File: src/rtl/traffic_lamp_decoder_pkg.sv
// Shared phase-code, lamp-vector and fault-cause definitions for the lamp-driver board.
// Decode helpers are kept here so the filter and the top agree on a single code map.
package traffic_pkg;

  typedef logic [4:0]  code_t;
  typedef logic [11:0] lamp_t;

  localparam code_t PH_NS_LEFT_GO  = 5'd0;
  localparam code_t PH_NS_LEFT_CLR = 5'd1;
  localparam code_t PH_NS_LEFT_END = 5'd2;
  localparam code_t PH_NS_GO_PERM  = 5'd3;
  localparam code_t PH_NS_GO       = 5'd4;
  localparam code_t PH_NS_CLR      = 5'd5;
  localparam code_t PH_NS_ALL_RED  = 5'd6;
  localparam code_t PH_NS_WALK     = 5'd7;
  localparam code_t PH_NS_WALK_CLR = 5'd8;
  localparam code_t PH_RESERVED    = 5'd9;
  localparam code_t PH_EW_LEFT_GO  = 5'd10;
  localparam code_t PH_EW_LEFT_CLR = 5'd11;
  localparam code_t PH_EW_LEFT_END = 5'd12;
  localparam code_t PH_EW_GO_PERM  = 5'd13;
  localparam code_t PH_EW_GO       = 5'd14;
  localparam code_t PH_EW_CLR      = 5'd15;
  localparam code_t PH_EW_ALL_RED  = 5'd16;
  localparam code_t PH_EW_WALK     = 5'd17;
  localparam code_t PH_EW_WALK_CLR = 5'd18;

  localparam logic [1:0] CAUSE_NONE          = 2'b00;
  localparam logic [1:0] CAUSE_ILLEGAL_CODE  = 2'b01;
  localparam logic [1:0] CAUSE_ILLEGAL_TRANS = 2'b10;
  localparam logic [1:0] CAUSE_WATCHDOG      = 2'b11;

  // Lamp-vector bit positions: NS group, EW group, then the two walk lamps.
  localparam int L_NS_RED      = 11;
  localparam int L_NS_YEL      = 10;
  localparam int L_NS_GRN      = 9;
  localparam int L_NS_LEFT_GRN = 8;
  localparam int L_NS_LEFT_YEL = 7;
  localparam int L_EW_RED      = 6;
  localparam int L_EW_YEL      = 5;
  localparam int L_EW_GRN      = 4;
  localparam int L_EW_LEFT_GRN = 3;
  localparam int L_EW_LEFT_YEL = 2;
  localparam int L_NS_WALK     = 1;
  localparam int L_EW_WALK     = 0;

  function automatic logic is_legal_code(input code_t c);
    return (c <= PH_EW_WALK_CLR) && (c != PH_RESERVED);
  endfunction

  function automatic logic is_successor(input code_t cur, input code_t nxt);
    case (cur)
      PH_NS_LEFT_GO:  return nxt == PH_NS_LEFT_CLR;
      PH_NS_LEFT_CLR: return nxt == PH_NS_LEFT_END;
      PH_NS_LEFT_END: return (nxt == PH_NS_GO_PERM) || (nxt == PH_NS_WALK);
      PH_NS_GO_PERM:  return (nxt == PH_NS_GO) || (nxt == PH_NS_CLR);
      PH_NS_GO:       return (nxt == PH_NS_GO_PERM) || (nxt == PH_NS_CLR);
      PH_NS_CLR:      return nxt == PH_NS_ALL_RED;
      PH_NS_ALL_RED:  return nxt == PH_EW_LEFT_GO;
      PH_NS_WALK:     return nxt == PH_NS_WALK_CLR;
      PH_NS_WALK_CLR: return nxt == PH_NS_ALL_RED;
      PH_EW_LEFT_GO:  return nxt == PH_EW_LEFT_CLR;
      PH_EW_LEFT_CLR: return nxt == PH_EW_LEFT_END;
      PH_EW_LEFT_END: return (nxt == PH_EW_GO_PERM) || (nxt == PH_EW_WALK);
      PH_EW_GO_PERM:  return (nxt == PH_EW_GO) || (nxt == PH_EW_CLR);
      PH_EW_GO:       return (nxt == PH_EW_GO_PERM) || (nxt == PH_EW_CLR);
      PH_EW_CLR:      return nxt == PH_EW_ALL_RED;
      PH_EW_ALL_RED:  return nxt == PH_NS_LEFT_GO;
      PH_EW_WALK:     return nxt == PH_EW_WALK_CLR;
      PH_EW_WALK_CLR: return nxt == PH_EW_ALL_RED;
      default:        return 1'b0;
    endcase
  endfunction

  // EW phases are decoded as their NS twin and then the two halves swapped.
  function automatic lamp_t decode_lamps(input code_t c, input logic blink);
    lamp_t l;
    logic  ew_side;
    code_t base;
    l       = '0;
    ew_side = (c >= PH_EW_LEFT_GO);
    base    = ew_side ? code_t'(c - 5'd10) : c;
    case (base)
      PH_NS_LEFT_GO:  begin l[L_NS_LEFT_GRN] = 1'b1; l[L_NS_RED] = 1'b1; l[L_EW_RED] = 1'b1; end
      PH_NS_LEFT_CLR: begin l[L_NS_LEFT_YEL] = 1'b1; l[L_NS_RED] = 1'b1; l[L_EW_RED] = 1'b1; end
      PH_NS_LEFT_END: begin l[L_NS_RED] = 1'b1; l[L_EW_RED] = 1'b1; end
      PH_NS_GO_PERM:  begin l[L_NS_GRN] = 1'b1; l[L_NS_LEFT_YEL] = 1'b1; l[L_EW_RED] = 1'b1; end
      PH_NS_GO:       begin l[L_NS_GRN] = 1'b1; l[L_EW_RED] = 1'b1; end
      PH_NS_CLR:      begin l[L_NS_YEL] = 1'b1; l[L_EW_RED] = 1'b1; end
      PH_NS_ALL_RED:  begin l[L_NS_RED] = 1'b1; l[L_EW_RED] = 1'b1; end
      PH_NS_WALK:     begin l[L_NS_GRN] = 1'b1; l[L_NS_WALK] = 1'b1; l[L_EW_RED] = 1'b1; end
      PH_NS_WALK_CLR: begin l[L_NS_YEL] = 1'b1; l[L_NS_WALK] = blink; l[L_EW_RED] = 1'b1; end
      default:        l = '0;
    endcase
    return ew_side ? {l[6:2], l[11:7], l[0], l[1]} : l;
  endfunction

endpackage

File: src/rtl/traffic_lamp_decoder_code_sync_filter.sv
// Two-flop synchroniser on the controller phase pins plus a stability filter that
// pulses cand_valid once each time a synchronised value has held for STABLE_CYCLES samples.
module code_sync_filter
  import traffic_pkg::*;
#(
  parameter int unsigned STABLE_CYCLES = 4
) (
  input  logic  slowclk,
  input  logic  reset,
  input  code_t code_in,
  output code_t cand,
  output logic  cand_valid
);

  localparam int CNT_W = $clog2(STABLE_CYCLES + 1);

  code_t            sync1_q, sync1_d;
  code_t            sync2_q, sync2_d;
  code_t            last_q, last_d;
  logic [1:0]       vld_q, vld_d;
  logic [CNT_W-1:0] cnt_q, cnt_d;
  logic             valid_q, valid_d;
  logic             restart;

  // vld_q marks when sync2_q holds a real pin sample rather than its reset value.
  always_comb begin
    // NOTE: every always_comb output gets a default first so no path can infer a latch.
    sync1_d = code_in;
    sync2_d = sync1_q;
    vld_d   = {vld_q[0], 1'b1};
    last_d  = last_q;
    cnt_d   = cnt_q;
    valid_d = 1'b0;
    restart = vld_q[1] && ((cnt_q == '0) || (sync2_q != last_q));
    if (restart) begin
      last_d  = sync2_q;
      cnt_d   = CNT_W'(1);
      valid_d = (STABLE_CYCLES == 1);
    end else if (vld_q[1] && (cnt_q != CNT_W'(STABLE_CYCLES))) begin
      cnt_d   = cnt_q + 1'b1;
      valid_d = (cnt_q == CNT_W'(STABLE_CYCLES - 1));
    end
  end

  // NOTE: sequential state uses non-blocking assignments so all flops update together.
  always_ff @(posedge slowclk or posedge reset) begin
    if (reset) begin
      sync1_q <= '0;
      sync2_q <= '0;
      last_q  <= '0;
      vld_q   <= '0;
      cnt_q   <= '0;
      valid_q <= 1'b0;
    end else begin
      sync1_q <= sync1_d;
      sync2_q <= sync2_d;
      last_q  <= last_d;
      vld_q   <= vld_d;
      cnt_q   <= cnt_d;
      valid_q <= valid_d;
    end
  end

  assign cand       = last_q;
  assign cand_valid = valid_q;

endmodule

File: src/rtl/traffic_lamp_decoder.sv
// Lamp-driver end of the phase-code link: validates each accepted code against the
// phase sequence, drives the lamps, and falls back to flashing all-way red on any fault.
module traffic_lamp_decoder
  import traffic_pkg::*;
#(
  parameter int unsigned STABLE_CYCLES = 4,
  parameter int unsigned FLASH_HALF    = 3125000,
  parameter int unsigned WDOG_CYCLES   = 50000000
) (
  input  logic       slowclk,
  input  logic       reset,
  input  logic [4:0] code_in,
  output logic       ns_red,
  output logic       ns_yel,
  output logic       ns_grn,
  output logic       ns_left_grn,
  output logic       ns_left_yel,
  output logic       ew_red,
  output logic       ew_yel,
  output logic       ew_grn,
  output logic       ew_left_grn,
  output logic       ew_left_yel,
  output logic       ns_walk,
  output logic       ew_walk,
  output logic       fault,
  output logic [1:0] fault_cause
);

  localparam int WDOG_W  = $clog2(WDOG_CYCLES + 1);
  localparam int FLASH_W = $clog2(FLASH_HALF + 1);

  localparam logic [1:0] ST_UNLOCKED = 2'b00;
  localparam logic [1:0] ST_LOCKED   = 2'b01;
  localparam logic [1:0] ST_FAULT    = 2'b10;

  localparam lamp_t ALL_RED = lamp_t'((1 << L_NS_RED) | (1 << L_EW_RED));

  code_t              cand;
  logic               cand_valid;

  logic [1:0]         state_q, state_d;
  code_t              code_q, code_d;
  logic [1:0]         cause_q, cause_d;
  logic [WDOG_W-1:0]  wdog_q, wdog_d;
  logic [FLASH_W-1:0] flash_cnt_q, flash_cnt_d;
  logic               flash_on_q, flash_on_d;
  lamp_t              lamps_q, lamps_d;
  logic               wd_expire, flash_restart;

  code_sync_filter #(
    .STABLE_CYCLES (STABLE_CYCLES)
  ) u_filter (
    .slowclk    (slowclk),
    .reset      (reset),
    .code_in    (code_in),
    .cand       (cand),
    .cand_valid (cand_valid)
  );

  always_comb begin
    state_d   = state_q;
    code_d    = code_q;
    cause_d   = cause_q;
    wdog_d    = wdog_q + 1'b1;
    wd_expire = (wdog_q == WDOG_W'(WDOG_CYCLES - 1));
    case (state_q)
      ST_UNLOCKED: begin
        if (cand_valid) begin
          wdog_d = '0;
          if (!is_legal_code(cand)) begin
            state_d = ST_FAULT;
            cause_d = CAUSE_ILLEGAL_CODE;
          end else begin
            state_d = ST_LOCKED;
            code_d  = cand;
          end
        end else if (wd_expire) begin
          state_d = ST_FAULT;
          cause_d = CAUSE_WATCHDOG;
          wdog_d  = '0;
        end
      end
      ST_LOCKED: begin
        // A repeat of the displayed code is not a change, so it cannot feed the watchdog.
        if (cand_valid && (cand != code_q)) begin
          wdog_d = '0;
          if (!is_legal_code(cand)) begin
            state_d = ST_FAULT;
            cause_d = CAUSE_ILLEGAL_CODE;
          end else if (!is_successor(code_q, cand)) begin
            state_d = ST_FAULT;
            cause_d = CAUSE_ILLEGAL_TRANS;
          end else begin
            code_d = cand;
          end
        end else if (wd_expire) begin
          state_d = ST_FAULT;
          cause_d = CAUSE_WATCHDOG;
          wdog_d  = '0;
        end
      end
      ST_FAULT: begin
        wdog_d = '0;
        if (cand_valid && (cand == PH_NS_LEFT_GO)) begin
          state_d = ST_LOCKED;
          code_d  = PH_NS_LEFT_GO;
          cause_d = CAUSE_NONE;
        end
      end
      default: begin
        state_d = ST_UNLOCKED;
        wdog_d  = '0;
      end
    endcase
  end

  // Flash phase restarts "on" whenever a flashing display is newly entered.
  always_comb begin
    flash_restart = ((state_d == ST_FAULT) && (state_q != ST_FAULT)) ||
                    ((state_d == ST_LOCKED) &&
                     ((state_q != ST_LOCKED) || (code_d != code_q)) &&
                     ((code_d == PH_NS_WALK_CLR) || (code_d == PH_EW_WALK_CLR)));
    flash_cnt_d = flash_cnt_q + 1'b1;
    flash_on_d  = flash_on_q;
    if (flash_restart) begin
      flash_cnt_d = '0;
      flash_on_d  = 1'b1;
    end else if (flash_cnt_q == FLASH_W'(FLASH_HALF - 1)) begin
      flash_cnt_d = '0;
      flash_on_d  = !flash_on_q;
    end
    case (state_d)
      ST_LOCKED: lamps_d = decode_lamps(code_d, flash_on_d);
      ST_FAULT:  lamps_d = flash_on_d ? ALL_RED : '0;
      default:   lamps_d = ALL_RED;
    endcase
  end

  always_ff @(posedge slowclk or posedge reset) begin
    if (reset) begin
      state_q     <= ST_UNLOCKED;
      code_q      <= '0;
      cause_q     <= CAUSE_NONE;
      wdog_q      <= '0;
      flash_cnt_q <= '0;
      flash_on_q  <= 1'b0;
      lamps_q     <= '0;
    end else begin
      state_q     <= state_d;
      code_q      <= code_d;
      cause_q     <= cause_d;
      wdog_q      <= wdog_d;
      flash_cnt_q <= flash_cnt_d;
      flash_on_q  <= flash_on_d;
      lamps_q     <= lamps_d;
    end
  end

  assign ns_red      = lamps_q[L_NS_RED];
  assign ns_yel      = lamps_q[L_NS_YEL];
  assign ns_grn      = lamps_q[L_NS_GRN];
  assign ns_left_grn = lamps_q[L_NS_LEFT_GRN];
  assign ns_left_yel = lamps_q[L_NS_LEFT_YEL];
  assign ew_red      = lamps_q[L_EW_RED];
  assign ew_yel      = lamps_q[L_EW_YEL];
  assign ew_grn      = lamps_q[L_EW_GRN];
  assign ew_left_grn = lamps_q[L_EW_LEFT_GRN];
  assign ew_left_yel = lamps_q[L_EW_LEFT_YEL];
  assign ns_walk     = lamps_q[L_NS_WALK];
  assign ew_walk     = lamps_q[L_EW_WALK];
  assign fault       = (state_q == ST_FAULT);
  assign fault_cause = cause_q;

endmodule

File: config.mk
export PLATFORM = sky130hd
export DESIGN_NAME = traffic_lamp_decoder
export DESIGN_NICKNAME = d
export VERILOG_FILES = /design/src/rtl/traffic_lamp_decoder_pkg.sv /design/src/rtl/traffic_lamp_decoder_code_sync_filter.sv /design/src/rtl/traffic_lamp_decoder.sv
export SDC_FILE = /design/constraint.sdc
export NUM_CORES = 1
export LEC_CHECK = 0
export ABC_AREA = 1
export BUFFER_PORTS_ARGS = -buffer_cell sky130_fd_sc_hd__buf_2
export CORE_ASPECT_RATIO = 1.25
export CORE_UTILIZATION = 41
export CTS_BUF_LIST = sky130_fd_sc_hd__clkbuf_2
export DETAILED_ROUTE_END_ITERATION = 8
export PLACE_DENSITY = 0.7
export SYNTH_ARGS = -nofsm -noshare
export SYNTH_HDL_FRONTEND = slang
export SYNTH_SLANG_ARGS = --single-unit
File: constraint.sdc
create_clock -name slowclk -period 3.8 [get_ports slowclk]
set_clock_uncertainty 0.15 [all_clocks]
set_input_delay 1.14 -clock slowclk [delete_from_list [all_inputs] [get_ports slowclk]]
set_output_delay 1.14 -clock slowclk [all_outputs]
set_load 0.02 [all_outputs]
==> results.ini, run 1 <==
[status]
status=finished, final reports clean

[setup_path]
critPathBufInv=4
endpoint_kind=flip-flop
cp_slowest_stage_delay_ns=0.55
cp-start-kind=flip-flop
critical_path.max_fanout=8
worst_ep_arrival_time_ns=3.82
critPathTopFamily=simple AND/OR/NAND/NOR gates
worstPathRequired_ns=4.14
cpMaxStageDelayCell=dfrtp_2
path_common_cell=nand2_1
critPathKind=flip-flop to flip-flop

[global_routing]
grt_use_total_pct=17.2
overflow=0
first_global_vias=4369
antenna_found_initial=1
grt_pass1_wl_microns=19300
grt_max_degree=47

[yosys]
ys_types=46
synth_cells=697
ys_top_cells_by_count=nand2_1, nor2_1, dfrtp_1
syn-num-nets=716
synthArstFlopShare_pct=100
synth.avg_cell_area_sq_um=7.78
yosys.area.top_type=dfrtp_1
synthFlopType=dfrtp_1
ys_ff_latch=91
syn_area_sq_um=5420
synth-seq-area-share_pct=42.0
ys.warnings.count=0
synth.area.top_cells=dfrtp_1, nand2_1, nor2_1
yosysMostFrequentCell=nand2_1
synth_edf_count=0
synth.top_cell.area_share_pct=42.0

[floorplanning]
row_count=46
ios=22
die_y_microns=131
die_area_sq_um=13700
die_w_microns=105
core-area_sq_um=12800
initial_core_util_pct=42.4

[sta]
final_min_period_over_clock_period_pct=91.5
hold_viol=0
setup_viol=0
max_freq_ghz=0.288
worstMarginPinSlew_ns=0.793
slew_viol_final=0
fin_crit_ns=3.48
relSlewSlack_pct=47.1

[hold_path]
hold_class=flip-flop to flip-flop

[route]
drt_pass1_iterations=4
wl_per_cell_microns=12.3
drt_wl_total_microns=11100
route.detailed.drc=0
antenna_left=0
via_per_inst=5.05
drt_iter0_markers=229
num_vias=4540

[clock_network]
clock_latency_ns=0.56
tritoncts=yes
cts_max_level=3
clockBufferDepth=2
cts-root-buf=clkbuf_2
cts_sinks=91
path_clk_slew_ns=0.27
numCtsBuffers=9

[placed_design]
place_area_sq_um=5720
gp_congestion=0.915
hpwl_microns=8170
portBuffers=21

[pwr]
p_total_mw=3.17
power_leakage_nw=2.84
ir_drop_uv=257
p_per_area_nw_per_um2=532

[layout]
area_growth_pct=9.76
final_core_util_pct=46.6
fill_cells=1320
final_cell_area_sq_um=5950
nets=744
layout-drive-gt1-share_pct=17.1

[run]
max_cap_violations=0

-- routing by layer --
layer  routed length (microns)  global-route usage, %  up-vias
met1                      5030                   20.8     2132
met4                       191                   6.88        0
met5                         0                      0        -
met2                      5630                   31.1       57
met3                       225                   2.58       19
li1                          -                      -     2332
-- worst paths after layout --
check	startpoint	to	slack, ns	cells past startpoint
setup / recovery	code_q[0]	lamps_q[11]	0.32	31
hold / removal	u_filter.vld_q[0]	u_filter.vld_q[1]	0.23	0
setup reg to reg	code_q[0]	lamps_q[11]	0.32	31
hold reg to reg	u_filter.vld_q[0]	u_filter.vld_q[1]	0.23	0
max in group asynchronous	reset	flash_cnt_q[19]	2.29	3
min in group asynchronous	reset	wdog_q[5]	0.51	2
-- final cells by class --
| type | count | area (sq um) | share of cell area, % |
|---|---|---|---|
| diodes | 1 | 2.50 | 0.0420 |
| clock buffers | 10 | 50.0 | 0.841 |
| clock inverters | 6 | 95.1 | 1.60 |
| inverters | 96 | 370 | 6.22 |
| multi-input cells | 495 | 2740 | 46.0 |
| flip-flops and latches | 91 | 2280 | 38.4 |
| well taps | 168 | 210 | 3.53 |
| repair buffers | 32 | 200 | 3.36 |
-- where the power goes --
| group | switching (mW) | total (mW) | internal, mW |
|---|---|---|---|
| Sequential | 0.126 | 1.22 | 1.10 |
| Clock | 0.345 | 0.574 | 0.230 |
| Combinational | 0.909 | 1.37 | 0.459 |
-- flip-flops by register name, summed over array words and instances (netlist names) --
signal,flops
code_q,5
fault_cause,2
flash_cnt_q,22
flash_on_q,1
lamps_q,12
state_q,2
u_filter.cand,5
u_filter.cand_valid,1
u_filter.cnt_q,3
u_filter.sync1_q,5
u_filter.sync2_q,5
u_filter.vld_q,2
wdog_q,26
-- logic make-up after synthesis --
logic type	Yosys count	synth area share, %
buffers and inverters	111	8.38
multiplexers	1	0.208
adder cells (fa/ha/maj)	12	2.77
other	1	0.0692
flip-flops	91	42.0
AND/OR/NAND/NOR	382	34.4
AO/OA/AOI/OAI	79	9.00
XOR/XNOR	20	3.23
-- placed cells by master (no fill, tap or decap), types with 5 or more instances in the layout --
cell type	netlist	layout
inv_1	84	83
buf_2	8	21
dfrtp_1	91	85
inv_2	9	7
nand2_2	14	15
nor2_1	109	106
nor2_4	4	8
o21ai_0	20	20
nand2_4	9	9
buf_4	2	10
a211oi_1	5	5
nor3_1	22	22
nor2_2	7	6
nand2_1	114	113
nor3_2	6	6
xor2_1	12	12
ha_1	12	12
nand4_1	18	18
clkbuf_2	0	10
o22ai_1	7	7
nand3_2	7	8
dfrtp_2	0	6
xnor2_1	8	8
nand3_1	59	57
a21oi_1	26	26
-- timing repair --
item	in CTS	in global routing
buffers inserted	0	4
hold buffers	0	0
endpoints found under the setup margin	0	8
resized for setup	0	19
-- per-stage QoR --
stage	setup slack (ns)	hold slack [ns]	TNS (ns)	instances
floorplan	0.146	0.181	0	697
global placement	0.256	0.182	0	878
detailed placement	0.196	0.185	0	878
CTS	0.168	0.236	0	894
global route	-0.00402	0.246	-0.00402	899
finish	0.325	0.230	0	899
Note: power is estimated with default switching activity, not from simulation.
==> inputs of run 2 (changes only) <==
--- a/config.mk
+++ b/config.mk
@@ -11,7 +11,7 @@
 export CORE_UTILIZATION = 41
 export CTS_BUF_LIST = sky130_fd_sc_hd__clkbuf_2
 export DETAILED_ROUTE_END_ITERATION = 8
-export PLACE_DENSITY = 0.7
+export PLACE_DENSITY = 0.68
 export SYNTH_ARGS = -nofsm -noshare
 export SYNTH_HDL_FRONTEND = slang
 export SYNTH_SLANG_ARGS = --single-unit
==> constraint.sdc (replaced) <==
create_clock -name slowclk -period 4.44 [get_ports slowclk]
set_clock_uncertainty 0.15 [all_clocks]
set_input_delay 1.332 -clock slowclk [delete_from_list [all_inputs] [get_ports slowclk]]
set_output_delay 1.332 -clock slowclk [all_outputs]
set_load 0.02 [all_outputs]
==> run 2 against run 1 <==
Against the previous run: sequential share of layout area up 0.97 points; flip-flop and latch count unchanged; register-to-register slack better by 0.29 ns; final cell count down 1.0%; largest power group unchanged; global-route usage up 0.76 points; total power down 18%; sequential power down 14%.
==> results.ini, run 2 (synthesis results as in run 1) <==
[sta]
setup_ws_ns=0.619  ; +0.294 ns
hold_viol=0  ; unchanged
setup_viol=0  ; unchanged
max_freq_ghz=0.262  ; -9.1%
tns_ns=0  ; unchanged
grt_setup_unrepaired=no
worstMarginPinSlew_ns=1.03  ; +0.235 ns
relSlewSlack_pct=31.4  ; -16 points
fin_crit_ns=3.82  ; +0.346 ns
slew_viol_final=0  ; unchanged
final_min_period_over_clock_period_pct=86.1  ; -5.4 points

[clock_network]
cts_setup_buffers=0  ; unchanged
cts_resized=0  ; unchanged
tritoncts=yes
cts_max_level=3  ; unchanged
numCtsBuffers=9  ; unchanged
cts_sinks=91  ; unchanged
path_clk_slew_ns=0.26  ; about the same
clock_latency_ns=0.56  ; about the same
cts-root-buf=clkbuf_2
clockBufferDepth=2  ; unchanged
ctsHoldBuffers=0  ; unchanged

[floorplanning]
initial_core_util_pct=42.4  ; unchanged
row_count=46  ; unchanged
die_w_microns=105  ; unchanged
die_area_sq_um=13700  ; unchanged
core-area_sq_um=12800  ; unchanged
die_y_microns=131  ; unchanged
ios=22  ; unchanged

[setup_path]
cpMaxStageDelayCell=dfrtp_1
path_common_cell=nand2_1
critPathKind=flip-flop to flip-flop
critPathTopFamily=simple AND/OR/NAND/NOR gates
cp-start-kind=flip-flop
critPathBufInv=3  ; -1
worstPathRequired_ns=4.77  ; +0.63 ns
cp_slowest_stage_delay_ns=0.67  ; +0.12 ns
worst_ep_arrival_time_ns=4.16  ; +0.34 ns
endpoint_kind=flip-flop
critical_path.max_fanout=10  ; +2

[layout]
layout_commonest_cell=nand2_1
nets=736  ; -1.1%
layout-drive-gt1-share_pct=14.4  ; -2.7 points
top_register=wdog_q
area_growth_pct=6.71
final_cell_mix=nand2_1, nor2_1, dfrtp_1
fill_cells=1281  ; -3.0%
largest_reg_flops=26  ; unchanged
reg.largest.list=wdog_q: 26 flops, flash_cnt_q: 22 flops, lamps_q: 12 flops
final_core_util_pct=45.3  ; -1.3 points

[global_routing]
grt.busiest_layer=met2
grt_pass1_wl_microns=19800  ; +2.7%
grt_use_total_pct=18.0  ; +0.76 points
use_met2_pct=32.8  ; +1.7 points
first_global_vias=4510  ; +3.2%
grt_util_met1_pct=20.3  ; -0.45 points
grt_max_degree=60  ; +28%
antenna_found_initial=1  ; unchanged
grtUsageMet3_pct=2.53  ; -0.050 points
overflow=0  ; unchanged

[route]
drt_iter0_markers=218  ; -4.8%
antenna_left=0  ; unchanged
wl_per_cell_microns=13.0  ; +5.9%
drt_wl_total_microns=11600  ; +4.8%
via_per_inst=5.15  ; +1.9%
route.detailed.drc=0  ; unchanged
num_vias=4581  ; +0.90%
drt_pass1_iterations=4  ; unchanged

[run]
max_cap_violations=0  ; unchanged

[pwr]
p_total_mw=2.59  ; -18%
p_per_area_nw_per_um2=447  ; -16%
power_leakage_nw=2.77  ; -2.5%
ir_drop_uv=139  ; -46%

[placed_design]
pre_cts_ws_ns=0.689  ; +0.494 ns
gp_congestion=0.969  ; +5.9%
portBuffers=21  ; unchanged
hpwl_microns=8660  ; +6.0%

[status]
status=finished, final reports clean

[hold_path]
hold_class=flip-flop to flip-flop

run 2: cell count changes in the layout (fill, tap and decap cells not counted), moves of 2 or more:
cell	delta
buf_4	-7
clkinvlp_4	+3
dfrtp_1	+6
dfrtp_2	-6
inv_2	+2
inv_6	-2
nand3_1	+2
nor2_1	+3
nor2_4	-4
run 2: final timing paths:
check                                    startpoint             endpoint  slack [ns]  depth (start not counted)
worst max register to register            code_q[1]           lamps_q[6]        0.62                         28
worst max-delay path                      code_q[1]           lamps_q[6]        0.62                         28
worst min-delay path            u_filter.sync1_q[0]  u_filter.sync2_q[0]        0.21                          0
min in group asynchronous                     reset       fault_cause[1]        0.79                          2
worst min register to register  u_filter.sync1_q[0]  u_filter.sync2_q[0]        0.21                          0
max in group asynchronous                     reset      flash_cnt_q[21]        2.54                          3
run 2: final cells by class:
class	instances	area (sq um)	share of cell area, %
Multi-Input combinational cell	495	2690	46.5
Tap cell	168	210	3.63
Clock buffer	9	45.0	0.778
Antenna cell	1	2.50	0.0432
Inverter	96	367	6.34
Sequential cell	91	2280	39.4
Clock inverter	6	66.3	1.15
Timing Repair Buffer	24	128	2.21
run 2: where the power goes:
group,leakage (nW),switching (mW),internal [mW]
logic,1.52,0.759,0.369
registers,1.19,0.113,0.936
clock network,0.0604,0.285,0.127
run 2: routing by layer:
layer	wire, microns	vias to the layer above
met5	0	-
met3	397	31
met2	5820	102
met4	435	0
li1	-	2315
met1	4950	2133
run 2: stage by stage:
| step | area [sq um] | cells | hold slack, ns |
|---|---|---|---|
| after floorplan | 5420 | 697 | 0.181 |
| after global placement | 5670 | 874 | 0.182 |
| after detailed placement | 5670 | 874 | 0.185 |
| after CTS | 5780 | 889 | 0.234 |
| after global routing | 5790 | 890 | 0.252 |
| final | 5790 | 890 | 0.213 |
==> inputs of run 3 (changes only) <==
--- a/config.mk
+++ b/config.mk
@@ -12,6 +12,7 @@
 export CTS_BUF_LIST = sky130_fd_sc_hd__clkbuf_2
 export DETAILED_ROUTE_END_ITERATION = 8
 export PLACE_DENSITY = 0.68
+export RECOVER_POWER = 50
 export SYNTH_ARGS = -nofsm -noshare
 export SYNTH_HDL_FRONTEND = slang
 export SYNTH_SLANG_ARGS = --single-unit
==> run 3 against run 2 <==
Against the previous run: final cell count unchanged; combinational power about the same; utilization down 0.059 points; highest routed layer unchanged; cell area down 0.13%; non-clock buffer count unchanged; critical path depth unchanged; worst hold slack worse by 0.0011 ns; critical path type unchanged; the flow now finishes with violations (capacitance limit, slew limit); via count about the same.
==> results.ini, run 3 (synthesis results as in run 1) <==
[clock_network]
cts_resized=0  ; unchanged
cts_sinks=91  ; unchanged
cts_setup_buffers=0  ; unchanged
cts-root-buf=clkbuf_2
tritoncts=yes
clockBufferDepth=2  ; unchanged
cts_max_level=3  ; unchanged
path_clk_slew_ns=0.26  ; about the same
numCtsBuffers=9  ; unchanged
clock_latency_ns=0.56  ; about the same
ctsHoldBuffers=0  ; unchanged

[hold_path]
hold_class=flip-flop to flip-flop
hp-start=u_filter.sync1_q[0]

[layout]
top_register=wdog_q
final_cell_mix=nand2_1, nor2_1, dfrtp_1
reg.largest.list=wdog_q: 26 flops, flash_cnt_q: 22 flops, lamps_q: 12 flops
layout_commonest_cell=nand2_1
area_growth_pct=6.58
fill_cells=1281  ; unchanged
largest_reg_flops=26  ; unchanged
nets=736  ; unchanged
layout-drive-gt1-share_pct=14.1  ; -0.28 points

[sta]
relSlewSlack_pct=-74.9  ; -110 points
slew_viol_final=60  ; +60
tns_ns=0  ; unchanged
setup_ws_ns=0.619  ; -0.0000220 ns
fin_crit_ns=3.82  ; +0.0000220 ns
max_freq_ghz=0.262  ; about the same
worstMarginPinSlew_ns=2.61  ; +1.58 ns
final_min_period_over_clock_period_pct=86.1  ; about the same
hold_viol=0  ; unchanged
grt_setup_unrepaired=no
setup_viol=0  ; unchanged

[pwr]
power_leakage_nw=2.76  ; -0.40%
p_per_area_nw_per_um2=448  ; +0.11%
ir_drop_uv=139  ; -0.25%

[setup_path]
critical_path.max_fanout=10  ; unchanged
critPathKind=flip-flop to flip-flop
cpMaxStageDelayCell=dfrtp_1
worst_ep_arrival_time_ns=4.16  ; about the same
cp_slowest_stage_delay_ns=0.67  ; about the same
worstPathRequired_ns=4.77  ; about the same
endpoint_kind=flip-flop
crit_start=code_q[1]
critPathTopFamily=simple AND/OR/NAND/NOR gates
crit-reg2reg-launch=code_q[1]
critPathBufInv=3  ; unchanged
cp-start-kind=flip-flop
path_common_cell=nand2_1

[route]
antenna_left=0  ; unchanged
drt_iter0_markers=218  ; unchanged
num_vias=4583  ; +0.044%
via_per_inst=5.15  ; about the same
route.detailed.drc=0  ; unchanged
drt_pass1_iterations=4  ; unchanged
drt_wl_total_microns=11600  ; about the same
wl_per_cell_microns=13.0  ; about the same

[floorplanning]
ios=22  ; unchanged
row_count=46  ; unchanged
die_area_sq_um=13700  ; unchanged
die_w_microns=105  ; unchanged
initial_core_util_pct=42.4  ; unchanged
die_y_microns=131  ; unchanged
core-area_sq_um=12800  ; unchanged

[global_routing]
grt_pass1_wl_microns=19800  ; unchanged
first_global_vias=4510  ; unchanged
overflow=0  ; unchanged
antenna_found_initial=1  ; unchanged
grt_max_degree=60  ; unchanged
grt_use_total_pct=18.0  ; unchanged

[placed_design]
gp_congestion=0.969  ; unchanged
pre_cts_ws_ns=0.689  ; unchanged
hpwl_microns=8660  ; unchanged
portBuffers=21  ; unchanged

[status]
failed_checks=capacitance limit, slew limit
status=finished with violations

[run]
max_cap_violations=1  ; +1

run 3: worst paths after layout:
check	cells past startpoint	slack, ns	to
max	28	0.62	lamps_q[6]
min reg2reg	0	0.21	u_filter.sync2_q[0]
max reg2reg	28	0.62	lamps_q[6]
min in group asynchronous	2	1.30	fault_cause[1]
max in group asynchronous	3	1.18	flash_cnt_q[21]
min	0	0.21	u_filter.sync2_q[0]
run 3: layout make-up:
type	instances	area (sq um)	area share, %
Inverter	96	367	6.34
Antenna cell	1	2.50	0.0433
Clock buffer	9	45.0	0.779
Sequential cell	91	2280	39.4
Tap cell	168	210	3.64
Multi-Input combinational cell	495	2690	46.6
Clock inverter	6	66.3	1.15
Timing Repair Buffer	24	120	2.08
run 3: layer usage:
metal,GRT usage [%],vias to the layer above,wire (microns),share of wire (%)
met5,0,-,0,0
met4,10.4,0,435,3.8
met3,2.53,31,397,3.4
met2,32.8,102,5820,50
met1,20.3,2135,4950,43
li1,-,2315,-,-
run 3: power by group:
part / switching [mW] / total [mW] / internal (mW)
Sequential: 0.113 / 1.05 / 0.936
Clock: 0.286 / 0.412 / 0.127
Combinational: 0.759 / 1.13 / 0.368
run 3: per-stage QoR:
step / total power, mW / util [%] / hold WS, ns / cells / instance area [sq um]
3_3_place_gp: 2.16 / 44.4 / 0.182 / 874 / 5670
3_5_place_dp: 2.20 / 44.4 / 0.185 / 874 / 5670
2_1_floorplan: 1.97 / - / 0.181 / 697 / 5420
6_report: 2.59 / 45.2 / 0.212 / 890 / 5780
5_1_grt: 2.80 / 45.2 / 0.252 / 890 / 5780
4_1_cts: 2.61 / 45.3 / 0.234 / 889 / 5780
